## config.mk

```make
export PLATFORM = sky130hd
export DESIGN_NAME = ram_seq_82s21
export DESIGN_NICKNAME = d
export VERILOG_FILES = /design/src/rtl/ram_seq_82s21.sv
export SDC_FILE = /design/constraint.sdc
export NUM_CORES = 1
export LEC_CHECK = 0
export CAP_MARGIN = 20
export CORE_MARGIN = 2
export CORE_UTILIZATION = 44
export CTS_CLUSTER_DIAMETER = 120
export DETAILED_ROUTE_END_ITERATION = 8
export PLACE_DENSITY = 0.71
export SYNTH_ARGS = -nofsm -noshare
export SYNTH_HDL_FRONTEND = slang
export SYNTH_SLANG_ARGS = --single-unit
```

## constraint.sdc

```tcl
create_clock -name clk -period 2.2 [get_ports clk]
set_clock_uncertainty 0.1 [all_clocks]
set_input_delay 0.33 -clock clk [delete_from_list [all_inputs] [get_ports clk]]
set_output_delay 0.33 -clock clk [all_outputs]
set_load 0.05 [all_outputs]
```

## src/rtl/ram_seq_82s21.sv

```systemverilog
// Access sequencer for a 32x2 82S21-style bipolar RAM.
// Clears the array after reset, then serves single host reads/writes.
module ram_seq_82s21 #(
  parameter int WPULSE_CYC = 2,
  parameter int RD_WAIT    = 2
) (
  input  logic       clk,
  input  logic       reset,
  input  logic       req_valid,
  output logic       req_ready,
  input  logic       req_write,
  input  logic [4:0] req_addr,
  input  logic [1:0] req_wdata,
  output logic       rsp_valid,
  output logic [1:0] rsp_rdata,
  output logic       init_done,
  output logic [4:0] ram_a,
  output logic [1:0] ram_i,
  output logic       ram_we0_n,
  output logic       ram_we1_n,
  output logic       ram_wclk_n,
  output logic       ram_strobe,
  output logic       ram_ce,
  input  logic [1:0] ram_d
);

  localparam logic [2:0] IDLE    = 3'd0;
  localparam logic [2:0] SETUP   = 3'd1;
  localparam logic [2:0] WPULSE  = 3'd2;
  localparam logic [2:0] WHOLD   = 3'd3;
  localparam logic [2:0] RSTROBE = 3'd4;
  localparam logic [2:0] RSAMPLE = 3'd5;

  localparam logic [3:0] WP_LAST = 4'(WPULSE_CYC - 1);
  localparam logic [3:0] RD_LAST = 4'(RD_WAIT - 1);

  logic [2:0] state_q, state_d;
  logic [3:0] cnt_q, cnt_d;
  logic [4:0] icnt_q, icnt_d;
  logic       done_q, done_d;
  logic       wr_q, wr_d;
  logic [4:0] a_q, a_d;
  logic [1:0] i_q, i_d;
  logic       ready_q, ready_d;
  logic       rvld_q, rvld_d;
  logic [1:0] rdata_q, rdata_d;
  logic       wpin_q, wpin_d;
  logic       strb_q, strb_d;
  logic       ce_q, ce_d;

  always_comb begin
    state_d = state_q;
    cnt_d   = cnt_q;
    icnt_d  = icnt_q;
    done_d  = done_q;
    wr_d    = wr_q;
    a_d     = a_q;
    i_d     = i_q;
    rvld_d  = 1'b0;
    rdata_d = rdata_q;
    unique case (state_q)
      IDLE: begin
        if (!done_q) begin
          state_d = SETUP;
          wr_d    = 1'b1;
          a_d     = icnt_q;
          i_d     = 2'b00;
        end else if (req_valid && ready_q) begin
          state_d = SETUP;
          wr_d    = req_write;
          a_d     = req_addr;
          i_d     = req_wdata;
        end
      end
      SETUP: begin
        state_d = wr_q ? WPULSE : RSTROBE;
        cnt_d   = wr_q ? WP_LAST : RD_LAST;
      end
      WPULSE: begin
        if (cnt_q == 4'd0) state_d = WHOLD;
        else               cnt_d   = cnt_q - 4'd1;
      end
      WHOLD: begin
        state_d = IDLE;
        // init clear walks the counter; last address flags completion
        if (!done_q) begin
          if (icnt_q == 5'd31) done_d = 1'b1;
          else                 icnt_d = icnt_q + 5'd1;
        end
      end
      RSTROBE: begin
        if (cnt_q == 4'd0) state_d = RSAMPLE;
        else               cnt_d   = cnt_q - 4'd1;
      end
      RSAMPLE: begin
        state_d = IDLE;
        rvld_d  = 1'b1;
        rdata_d = ram_d;
      end
      default: state_d = IDLE;
    endcase
  end

  // pin registers are decoded from the next state so every pin is a flop
  always_comb begin
    ce_d    = (state_d != IDLE);
    strb_d  = (state_d == RSTROBE);
    wpin_d  = (state_d != WPULSE);
    ready_d = (state_d == IDLE) && done_d;
  end

  always_ff @(posedge clk) begin
    if (reset) begin
      state_q <= IDLE;
      cnt_q   <= 4'd0;
      icnt_q  <= 5'd0;
      done_q  <= 1'b0;
      wr_q    <= 1'b0;
      a_q     <= 5'd0;
      i_q     <= 2'b00;
      ready_q <= 1'b0;
      rvld_q  <= 1'b0;
      rdata_q <= 2'b00;
      wpin_q  <= 1'b1;
      strb_q  <= 1'b0;
      ce_q    <= 1'b0;
    end else begin
      state_q <= state_d;
      cnt_q   <= cnt_d;
      icnt_q  <= icnt_d;
      done_q  <= done_d;
      wr_q    <= wr_d;
      a_q     <= a_d;
      i_q     <= i_d;
      ready_q <= ready_d;
      rvld_q  <= rvld_d;
      rdata_q <= rdata_d;
      wpin_q  <= wpin_d;
      strb_q  <= strb_d;
      ce_q    <= ce_d;
    end
  end

  assign req_ready  = ready_q;
  assign rsp_valid  = rvld_q;
  assign rsp_rdata  = rdata_q;
  assign init_done  = done_q;
  assign ram_a      = a_q;
  assign ram_i      = i_q;
  assign ram_we0_n  = wpin_q;
  assign ram_we1_n  = wpin_q;
  assign ram_wclk_n = wpin_q;
  assign ram_strobe = strb_q;
  assign ram_ce     = ce_q;

endmodule
```

Word level (Yosys, flattened, before mapping)
Index checks and enable logic that the tools add are counted.

operators by class
  equal/unequal tests = 10
  multiplexer cells = 18
  add/sub/neg operators = 2
  bitwise gates (word level) = 2
  reductions and logical operators = 11

operators with widths
  cell                                                  count
  two-way mux 3 bit                                     5
  case mux 3 bit (4 select lines)                       1
  two-way mux 5 bit                                     2
  equality test 3 bit (second input constant)           3
  case mux 4 bit (2 select lines)                       1
  equality test 3 x 2 -> 1 bit (second input constant)  2
  zero test 3 bit                                       2
  two-way mux 1 bit                                     6
  adder 5 x 1 -> 5 bit (second input constant)          1
  equality test 5 bit (second input constant)           1
  zero test 4 bit                                       1
  two-way mux 2 bit                                     2
  two-way mux 4 bit                                     1
  AND reduction 2 bit                                   2
  subtractor 4 x 1 -> 4 bit (second input constant)     1
  equality test 3 x 1 -> 1 bit (second input constant)  1
  != test 3 x 2 -> 1 bit (second input constant)        1
  AND reduction 3 bit                                   1
  nonzero test 3 bit                                    1
  logical AND 1 bit                                     2
  != test 2 x 1 -> 1 bit (second input constant)        1
  != test 2 bit (second input constant)                 1
  inverter 1 bit                                        2
  nonzero test 2 bit                                    1
  OR reduction 2 bit                                    1

word-level totals
  register bits after elaboration = 28
  output and inout port bits = 17
  input port bits = 13
  word-level logic and storage cells = 56

Longest topological paths before layout
Gate-level depths: netlist of run 1.

  depth after elaboration = 6
  depth in mapped cells = 6
  mapped depth without buffers = 6

Worst setup path before layout of run 1
OpenSTA, ideal clock, no wires.

  path type = reg2reg
  start = register icnt_q[0]
  end = register icnt_q[3]
  setup time = 71 ps
  period minus slack after synthesis = 1,936 ps
  stages on the path, launching flop included = 7
  required time = 2,029 ps
  setup slack = 264 ps
  arrival = 1,766 ps
  path buffers = 0
  path through = dfxtp_1 ha_1 and3_1 ha_1 or2_2 or4_1 a21oi_1

between the ends
  longest elaborated chain between the ends = 3
  elaborated cells between the ends (all ways) = 4
  those cells by class = add/sub (1); eq/ne (1); bitwise (1); reduce/logical (1)

RTL lines
  what                                                                          RTL line  RTL
  from (decl)                                                                   39        logic [4:0] icnt_q, icnt_d;
  from (signal assigned)                                                        130       icnt_q <= icnt_d;
  parallel branches: the longest is 3 deep, another holds adder 5 x 1 -> 5 bit  --

Parallel ways; which one is timed is not known.
A chain may end at the register's enable or synchronous reset.

Worst setup path in the final report of run 1
Ends and elaborated chain as after synthesis.

==> results of run 1 <==
[tightest hold or removal path, cell delays in order, from the launching register on]
cell and delay (ns):
dfxtp_1 0.34, o21ai_0 0.07, a21oi_1 0.06
[cell type report]
type,count,area share
clock buffer,3,0.0137
clock inverter,1,0.0183
inverter,5,0.0114
multi-input combinational,99,0.407
sequential,28,0.342
tap,31,0.0236
timing repair buffer,31,0.184
[state kept, by name, summed over array words and instances (netlist names)]
signal	flops
ram_ce	1
rsp_rdata	2
ram_wclk_n	1
ram_strobe	1
ram_i	2
ram_a	5
cnt_q	4
req_ready	1
icnt_q	5
state_q	3
rsp_valid	1
init_done	1
wr_q	1
[per-layer routing]
layer / share of wire / vias up / global-route usage / wire, microns
met5: 0 / - / 0 / 0
li1: - / 565 / - / -
met2: 0.48 / 23 / 0.274 / 1290
met1: 0.47 / 525 / 0.220 / 1290
met3: 0.044 / 2 / 0.0549 / 119
met4: 0.0041 / 0 / 0.0432 / 11
[synthesized netlist by cell type]
cell type  instances
and3_1             1
or4_1              3
ha_1               4
nor3_1             4
or2_2              2
nand4_1            3
nand2_1            1
mux2i_1            8
o21ai_0            8
a21boi_0           1
a31oi_1            1
nor4b_1            1
buf_1              1
buf_4              3
a211o_1            1
a311oi_1           1
mux2_2             1
nand3b_1           3
nor3_2             1
o31ai_1            1
or3_1              2
nand3_1            4
maj3_1             1
xor2_1             1
a21oi_1           17
a21o_1             2
dfxtp_1           28
clkbuf_1           4
nor2_1            10
buf_2              3
and3b_1            1
a21bo_2            1
a31o_2             1
xnor2_1            1
nor3b_1            2
inv_1              5
nand2b_1           2
a32oi_1            1
nor2b_1            2
a211oi_1           6
[where the power goes]
group / internal [mW] / total [mW] / switching [mW]
clock: 0.184 / 0.332 / 0.148
combinational: 0.251 / 0.654 / 0.403
sequential: 0.588 / 0.689 / 0.101
[cells by family after synthesis]
group,after synthesis,synth area share
AND/OR/NAND/NOR,42,0.188
multiplexers,9,0.0703
adder cells (fa/ha/maj),5,0.0462
AO/OA/AOI/OAI,41,0.193
XOR/XNOR,2,0.0135
flip-flops,28,0.431
buffers and inverters,16,0.0577
[metrics by stage]
stage	hold WS, ns	cell area [sq um]	cells	utilization
2_1_floorplan	0.360	1300	143	-
3_3_place_gp	0.361	1590	194	0.570
3_5_place_dp	0.375	1590	194	0.570
4_1_cts	0.395	1640	198	0.589
5_1_grt	0.427	1640	198	0.591
6_report	0.385	1640	198	0.591
[what timing repair did]
item / in CTS / in global routing
resized for setup: 0 / 2
endpoints found under the hold margin: 0 / 0
setup endpoints to repair: 0 / 1
hold buffers: 0 / 0
[worst max path at each step]
| stage | from | endpoint | slack, ns |
|---|---|---|---|
| after floorplan | icnt_q[0] | icnt_q[3] | 0.26 |
| after global placement | icnt_q[0] | icnt_q[3] | 0.22 |
| after detailed placement | icnt_q[0] | icnt_q[3] | 0.16 |
| after CTS | icnt_q[0] | icnt_q[3] | 0.12 |
| after global routing | icnt_q[0] | icnt_q[3] | 0.03 |
| final | icnt_q[0] | icnt_q[3] | 0.12 |
==> impl_results.md, run 1 <==
* Status: completed
* Worst setup margin at around 0.12 ns
* Highest clock rate at 0.480 GHz
* Sequential area share after synthesis at 0.431
* IO buf count at 29
* Worst-Margin Slew at ~0.62 ns
* Via count at approximately 1100
* Remaining DRCs at 0
* Vias/cell at around 5.6
* VDD IR max at between 0.0006 and 0.0007 V
* Largest net degree at the start of global routing at 29
* Post-Syn Nets at 160
* Total die area at approximately 0.0034 sq mm
* Initial DRC Count at 19
* Routed WL at 2710 microns
* Clk_lat worst skew at 0.32 ns
* WP data required at 2.38 ns
* Startpoint Class: register
* # fillers at 256
* Final ANT Viol Nets at 0
* LEAKAGE at 0.605 nW
* Synth unique cells at 40
* CP Class: register to register
* Max-cap violation count at 0
* CP max stage delay at 0.49 ns
* Die height at a little under 60 microns
* Routed WL per cell at ~14 microns
* Worst slack, placed at 0.156 ns
* Area leader, netlist: dfxtp_1
* Flop and latch count out of synthesis at 28
* Hold_sp: ram_i[1]
* Clock sink count at 28
* Commonest non-fill, non-tap cell in the layout: clkdlybuf4s50_1
* Hold Crit Class: register to register
* Diode count at 0
* Storage element area at ~560 sq um
* Most frequent cells in the layout: clkdlybuf4s50_1, dfxtp_1, a21oi_1, nor2_1
* Period minus WS final at between 2 and 2.5 ns
* Buf/Inv on CP at 0
* Period utilization at 0.947
* Ys Warns at 0
* CTS tree: built
* H-tree depth at 1
* Crit Path Max Fanout at 6
* Crit-path cells: ha_1 -> and3_1 -> ha_1 -> or2_2 -> or4_1 -> a21oi_2
* Gr usage total at 0.170
* Worst Hold Depth at 2
* Clk slew on worst S/H paths at ~0.15 ns
* Global-route wire length before repair at about 4500 microns
* Area of the multi-input gates at roughly 670 sq um
* Remaining global-route overflow at 0
* Critical path depth in cells at 6
* Core area at ~0.0028 sq mm
* Gp weighted congestion at roughly 0.78
* Mapped Area at ~0.0013 sq mm
* Pwr dens at 1020 mW/mm^2
* Post-CTS setup buffer count at 0
* Final hold violation count at 0
* Setup TNS at 0 ns
* Final Slew Violations at 0
* Vias in the first global route at around 1000
* Pre-antenna DRT Iters at 4
* Nets at roughly 190
* Longest Clk Path Bufs at 2
* RSZ-0062 raised after global routing: false
* I/O Pins at 30
* Relative slew slack at 0.584
* Post-synthesis average cell area at 9.09 sq um
* Crit path top cell by count: ha_1
* Layout cells sized above 1 at 0.0898
* Cts bufs inserted at 3
* Path depth of the worst reg2reg path at 6
* Critical-path top delay cell: or4_1
* Endpoint, Worst Hold: ram_i[1]
* Root buf cell: clkbuf_4
* Initial antenna violation count at 0
* Reg2reg start: icnt_q[0]
* Setup violation total in the final timing report at 0
* Post-synth top area share at 0.431
* CP endpoint kind: register
* Cell count after synthesis at around 140
* Die X at 58.4 microns
* R2r setup slk at between 0.1 and 0.15 ns
* # rows at 19
* Worst path arrival time at ~2.3 ns
* CP delay by family, top: simple AND/OR/NAND/NOR gates
* DP Wirelength at 1960 microns
* Area Overhead vs Synth at 26.4%
* Reg2reg end: icnt_q[3]
* Starting density of the core at 0.467
* Final total power at ~1.7 mW
* Top cells by area, synth: dfxtp_1, a21oi_1, mux2i_1, ha_1, a211oi_1
(Power assumes the default switching activity.)
==> inputs of run 2 (changes only) <==
--- a/config.mk
+++ b/config.mk
@@ -5,10 +5,10 @@
 export SDC_FILE = /design/constraint.sdc
 export NUM_CORES = 1
 export LEC_CHECK = 0
-export CAP_MARGIN = 20
 export CORE_MARGIN = 2
 export CORE_UTILIZATION = 44
 export CTS_CLUSTER_DIAMETER = 120
+export CTS_CLUSTER_SIZE = 20
 export DETAILED_ROUTE_END_ITERATION = 8
 export PLACE_DENSITY = 0.71
 export SYNTH_ARGS = -nofsm -noshare
==> results of run 2 <==
The final DEF is identical to that of run 1; final timing and power are the same.
==> inputs of run 3 (changes only) <==
--- a/config.mk
+++ b/config.mk
@@ -10,7 +10,8 @@
 export CTS_CLUSTER_DIAMETER = 120
 export CTS_CLUSTER_SIZE = 20
 export DETAILED_ROUTE_END_ITERATION = 8
-export PLACE_DENSITY = 0.71
+export PLACE_DENSITY = 0.73
+export SETUP_SLACK_MARGIN = 0.02
 export SYNTH_ARGS = -nofsm -noshare
 export SYNTH_HDL_FRONTEND = slang
 export SYNTH_SLANG_ARGS = --single-unit
==> run 3 against run 2 <==
Net effect:
- sequential share of layout area hardly changed
- sequential power barely moved
- utilization about the same
- clock power is essentially flat
- wire length increased by 2.2%
- combinational power up 2%
- fmax rose by 4.0%
- worst setup slack improved by 0.080 ns
- flip-flop and latch count stayed put
- critical path type unchanged
- largest cell class unchanged
==> impl_results.md, run 3 (same netlist as run 1, synthesis figures left out) <==
* Final ANT Viol Nets at 0
* Nets at 185
* Final Slew Violations at 0
* Routed WL per cell at roughly 14 microns
* Die X at about 58 microns
* Internal at between 1 and 1.5 mW
* CTS tree: built
* CP endpoint kind: register
* Vias/cell at approximately 5.7
* Worst path arrival time at between 2 and 2.5 ns
* Gr usage total at 0.174
* CP delay by family, top: simple AND/OR/NAND/NOR gates
* Top Usage Layer GRT: met2
* Setup TNS at 0 ns
* Worst-Margin Slew at approximately 0.6 ns
* Met3 Use GR at 0.0374
* Period minus WS final at 2.00 ns
* Root buf cell: clkbuf_4
* Vias in the first global route at around 1100
* Post-CTS Hold Fix Bufs at 0
* CTS resizes at 0
* Global-route wire length before repair at between 4000 and 5000 microns
* LEAKAGE at approximately 0.60 nW
* Total die area at between 0.003 and 0.004 sq mm
* Clk pwr share at 0.198
* Pwr dens at between 1000 and 1500 mW/mm^2
* Core area at between 0.002 and 0.003 sq mm
* Switching share of power at 0.392
* Most frequent cells in the layout: clkdlybuf4s50_1, dfxtp_1, a21oi_1, nor2_1
* Commonest non-fill, non-tap cell in the layout: clkdlybuf4s50_1
* Highest clock rate at approximately 0.50 GHz
* Die height at between 50 and 60 microns
* H-tree depth at 1
* Hold_ws at about 0.38 ns
* Final hold violation count at 0
* IO buf count at 29
* Final Cell Area at around 0.0016 sq mm
* Clock sink count at 28
* Met2 usage at 0.289
* Critical-path top delay cell: or4_1
* Initial DRC Count at 15
* Remaining global-route overflow at 0
* Remaining DRCs at 0
* VDD IR max at between 0.0007 and 0.0008 V
* Net Switching at about 660 uW
* Sequential share of power at 0.407
* Starting density of the core at 0.467
* Relative slew slack at 0.591
* Via count at about 1100
* Pre-antenna DRT Iters at 4
* Routed WL at between 2000 and 3000 microns
* Largest net degree at the start of global routing at 19
* Clk_lat worst skew at 0.32 ns
* # rows at 19
* Worst slack, placed at around 0.15 ns
* Buf/Inv on CP at 0
* Crit-path cells: ha_1 -> and3_1 -> ha_1 -> or2_4 -> or4_1 -> a21oi_1
* Diode count at 0
* Longest Clk Path Bufs at 2
* Initial antenna violation count at 0
* Worst setup margin at between 0.15 and 0.2 ns
* Clk slew on worst S/H paths at ~0.15 ns
* CP Class: register to register
* Placement Cell Area at between 0.0015 and 0.002 sq mm
* I/O Pins at 30
* DP Wirelength at between 2000 and 2500 microns
* CP max stage delay at 0.47 ns
* Status: completed
* Final total power at between 1.5 and 2 mW
* Max-cap violation count at 0
* Area Overhead vs Synth at 26.3%
* Post-CTS setup buffer count at 0
* Combinational fraction of design power at 0.395
* Period utilization at 0.910
* GR met1 Demand/Resource at 0.219
* WP data required at 2.36 ns
* Layout cells sized above 1 at 0.0838
* Gp weighted congestion at around 0.82
* Setup violation total in the final timing report at 0
* Crit path top cell by count: ha_1
* Crit Path Max Fanout at 6
* Cts bufs inserted at 3
* Startpoint Class: register
* RSZ-0062 raised after global routing: false
* Hold Crit Class: register to register
[run 3: cell counts in the layout (fill, tap and decap cells not counted)]
Identical to the previous run, type by type.
[run 3: path summary, 6_finish.rpt]
kind         startpoint   endpoint  slack, ns  depth (start not counted)
max           icnt_q[0]  icnt_q[3]       0.20                          6
max reg2reg   icnt_q[0]  icnt_q[3]       0.20                          6
min reg2reg    ram_i[0]   ram_i[0]       0.38                          2
min            ram_i[0]   ram_i[0]       0.38                          2
[run 3: routing by layer]
layer	up-vias	part of all wire
met4	0	0.010
met1	538	0.47
met3	4	0.043
li1	565	-
met5	-	0
met2	21	0.48
[run 3: final cells by class]
type                    count  area [sq um]
inverters                   5          18.8
well taps                  31          38.8
clock buffers               3          22.5
fillers                   263          1140
repair buffers             31           303
clock inverters             1          30.0
multi-input cells          99           667
flip-flops and latches     28           562
[run 3: tightest hold or removal path, stage by stage (launching register included)]
cell,delay [ns]
dfxtp_1,0.33
o21ai_0,0.06
a21oi_1,0.06
[run 3: through the flow]
| step | utilization | cells |
|---|---|---|
| 2_1_floorplan | - | 143 |
| 3_3_place_gp | 0.570 | 194 |
| 3_5_place_dp | 0.570 | 194 |
| 4_1_cts | 0.589 | 198 |
| 5_1_grt | 0.590 | 198 |
| 6_report | 0.590 | 198 |
[run 3: power by group through the flow]
stage	combinational (mW)	clock, mW	sequential [mW]
3_5_place_dp	0.658	0	0.697
3_3_place_gp	0.640	0	0.689
5_1_grt	0.722	0.367	0.703
2_1_floorplan	0.380	0	0.793
6_report	0.666	0.335	0.687
4_1_cts	0.667	0.345	0.685
